$ cat config.mk
export PLATFORM = sky130hd
export DESIGN_NAME = plot_arbiter
export DESIGN_NICKNAME = d
export VERILOG_FILES = /design/src/rtl/plot_arbiter.sv
export SDC_FILE = /design/constraint.sdc
export NUM_CORES = 1
export LEC_CHECK = 0
export CAP_MARGIN = 20
export CORE_AREA = 2 2 98 76
export CTS_CLUSTER_SIZE = 16
export DETAILED_ROUTE_END_ITERATION = 8
export DIE_AREA = 0 0 100 78
export GPL_TIMING_DRIVEN = 0
export PLACE_DENSITY = 0.74
export SLEW_MARGIN = 0
export SYNTH_ARGS = -nofsm -noshare
export SYNTH_HDL_FRONTEND = slang
export SYNTH_SLANG_ARGS = --single-unit
$ cat constraint.sdc
create_clock -name clk -period 2.9 [get_ports clk]
set_clock_uncertainty 0.15 [all_clocks]
set_input_delay 0.58 -clock clk [delete_from_list [all_inputs] [get_ports clk]]
set_output_delay 0.58 -clock clk [all_outputs]
set_load 0.02 [all_outputs]
$ cat src/rtl/plot_arbiter.sv
// Three-way round-robin arbiter that forwards one granted requester's pixel
// stream to the VGA adapter with a single registered stage and a per-grant timeout.
module plot_arbiter #(
  parameter int TIMEOUT = 19200
) (
  input  logic       clk,
  input  logic       stateReset,
  input  logic [2:0] req,
  input  logic [2:0] vld,
  input  logic [2:0] last,
  input  logic [7:0] x0,
  input  logic [7:0] x1,
  input  logic [7:0] x2,
  input  logic [6:0] y0,
  input  logic [6:0] y1,
  input  logic [6:0] y2,
  input  logic [2:0] c0,
  input  logic [2:0] c1,
  input  logic [2:0] c2,
  output logic [2:0] gnt,
  output logic [7:0] x,
  output logic [6:0] y,
  output logic [2:0] color,
  output logic       plot,
  output logic       busy,
  output logic       timeoutErr
);

  // Handshake: a pixel transfers in a cycle where gnt[i] && vld[i]; it appears
  // on x/y/color with plot=1 exactly one cycle later. There is no backpressure.

  typedef enum logic {IDLE, GRANT} state_t;

  localparam logic [14:0] TMO_LAST = 15'(TIMEOUT - 1);

  state_t      state, state_next;
  logic [2:0]  gnt_next;
  logic [1:0]  last_served, last_served_next;
  logic [14:0] cnt, cnt_next;
  logic        err_next;
  logic        acc, acc_last, still_req, tmo;
  logic [1:0]  pick_idx;
  logic [7:0]  px_x;
  logic [6:0]  px_y;
  logic [2:0]  px_c;

  // Scanning from farthest to nearest lets the nearest requester win.
  function automatic logic [1:0] pick(input logic [1:0] ls, input logic [2:0] r);
    int i;
    pick = ls;
    for (int k = 3; k >= 1; k--) begin
      i = (int'(ls) + k) % 3;
      if (r[i]) pick = 2'(i);
    end
  endfunction

  assign busy      = (state == GRANT);
  assign acc       = |(gnt & vld);
  assign acc_last  = |(gnt & vld & last);
  assign still_req = |(gnt & req);
  assign tmo       = (cnt == TMO_LAST);
  assign pick_idx  = pick(last_served, req);

  always_comb begin
    px_x = '0;
    px_y = '0;
    px_c = '0;
    unique case (gnt)
      3'b001:  begin px_x = x0; px_y = y0; px_c = c0; end
      3'b010:  begin px_x = x1; px_y = y1; px_c = c1; end
      3'b100:  begin px_x = x2; px_y = y2; px_c = c2; end
      default: ;
    endcase
  end

  always_comb begin
    state_next       = state;
    gnt_next         = gnt;
    last_served_next = last_served;
    cnt_next         = cnt;
    err_next         = timeoutErr;
    unique case (state)
      IDLE: begin
        if (|req) begin
          state_next       = GRANT;
          gnt_next         = 3'b001 << pick_idx;
          last_served_next = pick_idx;
          cnt_next         = '0;
        end
      end
      GRANT: begin
        cnt_next = (cnt == '1) ? cnt : cnt + 15'd1;
        // A last pixel wins over a coincident timeout, so no error then.
        if (acc_last || !still_req || tmo) begin
          state_next = IDLE;
          gnt_next   = '0;
          if (!acc_last && tmo) err_next = 1'b1;
        end
      end
      default: begin
        state_next = IDLE;
        gnt_next   = '0;
      end
    endcase
  end

  always_ff @(posedge clk) begin
    if (stateReset) begin
      state       <= IDLE;
      gnt         <= '0;
      last_served <= 2'd2;
      cnt         <= '0;
      timeoutErr  <= 1'b0;
      plot        <= 1'b0;
      x           <= '0;
      y           <= '0;
      color       <= '0;
    end else begin
      state       <= state_next;
      gnt         <= gnt_next;
      last_served <= last_served_next;
      cnt         <= cnt_next;
      timeoutErr  <= err_next;
      plot        <= acc;
      if (acc) begin
        x     <= px_x;
        y     <= px_y;
        color <= px_c;
      end
    end
  end

endmodule

==> impl_metrics.json <==
{
  "drcViolationCount": 0,
  "synth_compound_area_share_pct": 28.5,
  "cts.reportedPaths.clkPinSlew_ns": 0.09,
  "finalMaxSlewViolations": 0,
  "finalWorstSetupSlack_ns": 0.405,
  "slowest_stage": "clkdlybuf4s50_1",
  "dp_slack_ns": 0.154,
  "timing.final.crit_share_pct": 86.0,
  "power_frac_clock_pct": 29.5,
  "worstPathMaxFanout": 8,
  "synthesis.nets": 366,
  "seqCellArea_sq_um": 821,
  "antenna_cells": 0,
  "cts_sinks": 41,
  "worstPathCellList": "clkdlybuf4s50_1 -> or4_4 -> nor4b_1 -> o21ai_1 -> or3_1 -> a21oi_1",
  "synth_fa_ha_area_share_pct": 2.69,
  "hold_viol": 0,
  "p_int_w": 0.00126,
  "hold_ws_ns": 0.352,
  "antenna_found_initial": 0,
  "ir_drop_mv": 0.231,
  "grt_pass1_wl_mm": 11.2,
  "routed-wl-met3_um": 446,
  "cts_hold_buf": 0,
  "synth_area_leader_cell": "dfxtp_1",
  "status": "finished clean",
  "max_stage_delay_ns": 0.63,
  "cts_resized": 0,
  "ys_types": 55,
  "highest_layer": "met4",
  "totalNegativeSetupSlack_ns": 0,
  "synth.top_cells.by_area": "dfxtp_1 35%, a22oi_1 12%, nor2_1 6.6%",
  "drt-total-wl_mm": 7.06,
  "wl_per_cell_um": 14.8,
  "p_per_area_mw_per_mm2": 557,
  "layout-drive-gt1-share_pct": 6.12,
  "cts_root_buf": "clkbuf_8",
  "cts_setup_buffers": 0,
  "start_util_pct": 34.4,
  "cts-htree-levels": 2,
  "worstMarginPinSlew_ns": 0.696,
  "worstPathArrival_ns": 2.58,
  "async_reset_ff_share_pct": 0,
  "ff2ff_setup_slack_ns": 0.45,
  "cp-start-kind": "primary input",
  "final_cell_mix": "88 x clkdlybuf4s50_1, 41 x nor2_1, 41 x dfxtp_1",
  "dp_hpwl_mm": 5.32,
  "grt_pass1_vias": 2377,
  "core_sq_mm": 0.00677,
  "synth_xor_area_share_pct": 2.63,
  "cp.required_ns": 2.98,
  "leakagePower_nw": 1.17,
  "setup_viol_count_final": 0,
  "port-buffer-count": 88,
  "synth_top_area_share_pct": 35.2,
  "n_fill_cell": 668,
  "synth_top_family_by_area": "compound AO/OA/AOI/OAI gates",
  "ant_nets": 0,
  "hold_path_class": "reg2reg",
  "synth-seq-cells": 41,
  "nets": 461,
  "netSwitchingPower_w": 0.000663,
  "die_h_um": 78,
  "areaGrowthSynthToFinish_pct": 48.3,
  "rows": 26,
  "place.gp.congestion": 0.888,
  "grt-ovfl-total": 0,
  "syn_area_sq_mm": 0.00233,
  "fmax_mhz": 401,
  "yosysWarnings": 0,
  "cts_tree": "done",
  "synth_edf_count": 0,
  "drt_iter0_markers": 136,
  "dr_wl_met2_mm": 3.30,
  "min_period_ns": 2.49,
  "combinationalPowerShare_pct": 38.1,
  "drt_first_pass_iters": 5,
  "p_seq_share_pct": 32.5,
  "cts_max_path_buffers": 2,
  "crit_path_end_kind": "flip-flop",
  "ys.flop_type": "dfxtp_1",
  "rsz0062_at_grt": "false",
  "via_per_inst": 5.37,
  "mostFrequentLayoutCell": "clkdlybuf4s50_1",
  "fp.dieArea_sq_mm": 0.00780,
  "avgSynthCellArea_sq_um": 7.87,
  "swShare_pct": 34.5,
  "seq_area_frac_synth_pct": 35.2,
  "grt_max_degree": 15,
  "path_class": "in2reg",
  "numCtsBuffers": 5,
  "wl_met1_mm": 3.21,
  "ioPinCount": 89,
  "die_w_um": 100,
  "clk_latency_ns": 0.30,
  "max-slew-margin-rel_pct": 53.4,
  "maxCapViolations": 0,
  "synth.area.mux_share_pct": 0.860,
  "via_count": 2555,
  "synthSimpleGateAreaFrac_pct": 24.9,
  "grtUsageTotal_pct": 17.7,
  "synthesis.instances": 296,
  "multi_input_area_sq_mm": 0.00139
}
## metal layers
metal  vias to the layer above  global-route usage [%]
li1                       1279                       -
met3                         9                    3.60
met2                        85                    29.3
met1                      1182                    23.1
met4                         0                    5.75
met5                         -                       0
## path summary, 6_finish.rpt
path,startpoint,to,depth (start not counted)
worst max-delay path,req[1],cnt[11]$_SDFFE_PP0P_,6
worst min-delay path,cnt[0]$_SDFFE_PP0P_,cnt[0]$_SDFFE_PP0P_,2
worst max register to register,last_served[0]$_SDFFE_PP0P_,gnt[1]$_SDFFE_PP0P_,7
worst min register to register,cnt[0]$_SDFFE_PP0P_,cnt[0]$_SDFFE_PP0P_,2
## Yosys cell counts (all sizes together), types with 2 or more instances
cell type / count
or3: 4
o21bai: 2
nor2: 41
a222oi: 2
nand2b: 4
nor3: 2
xor2: 3
xnor2: 4
nand4: 4
clkbuf: 10
ha: 5
a22oi: 36
or2: 3
nand3: 8
nor4: 3
dfxtp: 41
a21oi: 6
or4: 3
nand2: 31
nor2b: 3
o211ai: 6
a311oi: 3
mux2i: 2
o21ai: 25
o32ai: 2
buf: 10
nand3b: 3
o31ai: 2
inv: 8
## layout make-up
type	count	area share, %
Clock inverter	3	1.99
Timing Repair Buffer	88	25.5
Buffer	20	2.57
Sequential cell	41	23.8
Inverter	8	0.870
Multi-Input combinational cell	227	40.2
Clock buffer	5	1.99
Tap cell	84	3.04
## worst max-delay path, delay by kind of cell
family,cells,cell delay (ns)
simple gates,3,0.96
buf+inv,1,0.63
compound gates,2,0.41
## per-stage QoR
step | power, W | instances | util (%) | cell area, sq um
6_report | 0.00192 | 476 | 51.0 | 3450
5_1_grt | 0.00204 | 476 | 51.0 | 3450
3_5_place_dp | 0.00137 | 468 | 49.0 | 3310
3_3_place_gp | 0.00135 | 468 | 49.0 | 3310
4_1_cts | 0.00193 | 476 | 51.0 | 3450
2_1_floorplan | 0.00109 | 296 | - | 2330
## state kept, by name, indices dropped and copies added (netlist names)
| register | cells |
|---|---|
| cnt | 15 |
| x | 8 |
| y | 7 |
| color | 3 |
| gnt | 3 |
| last_served | 2 |
| busy | 1 |
| plot | 1 |
| timeoutErr | 1 |
## cell families after synthesis
group / count (synthesis)
AOI/OAI and AO/OA: 95
xor gates and xnor gates: 7
adders and majority gates: 5
buffers and inverters: 28
DFF: 41
muxes: 2
and+or+nand+nor: 118
## power by group through the flow
stage                     combinational, W  sequential, W  clock [W]
after floorplan                   0.000433       0.000659          0
after global placement            0.000715       0.000637          0
after detailed placement          0.000728       0.000638          0
after CTS                         0.000733       0.000625   0.000574
after global routing              0.000816       0.000629   0.000597
final                             0.000732       0.000624   0.000566
Note: power is estimated with default switching activity, not from simulation.
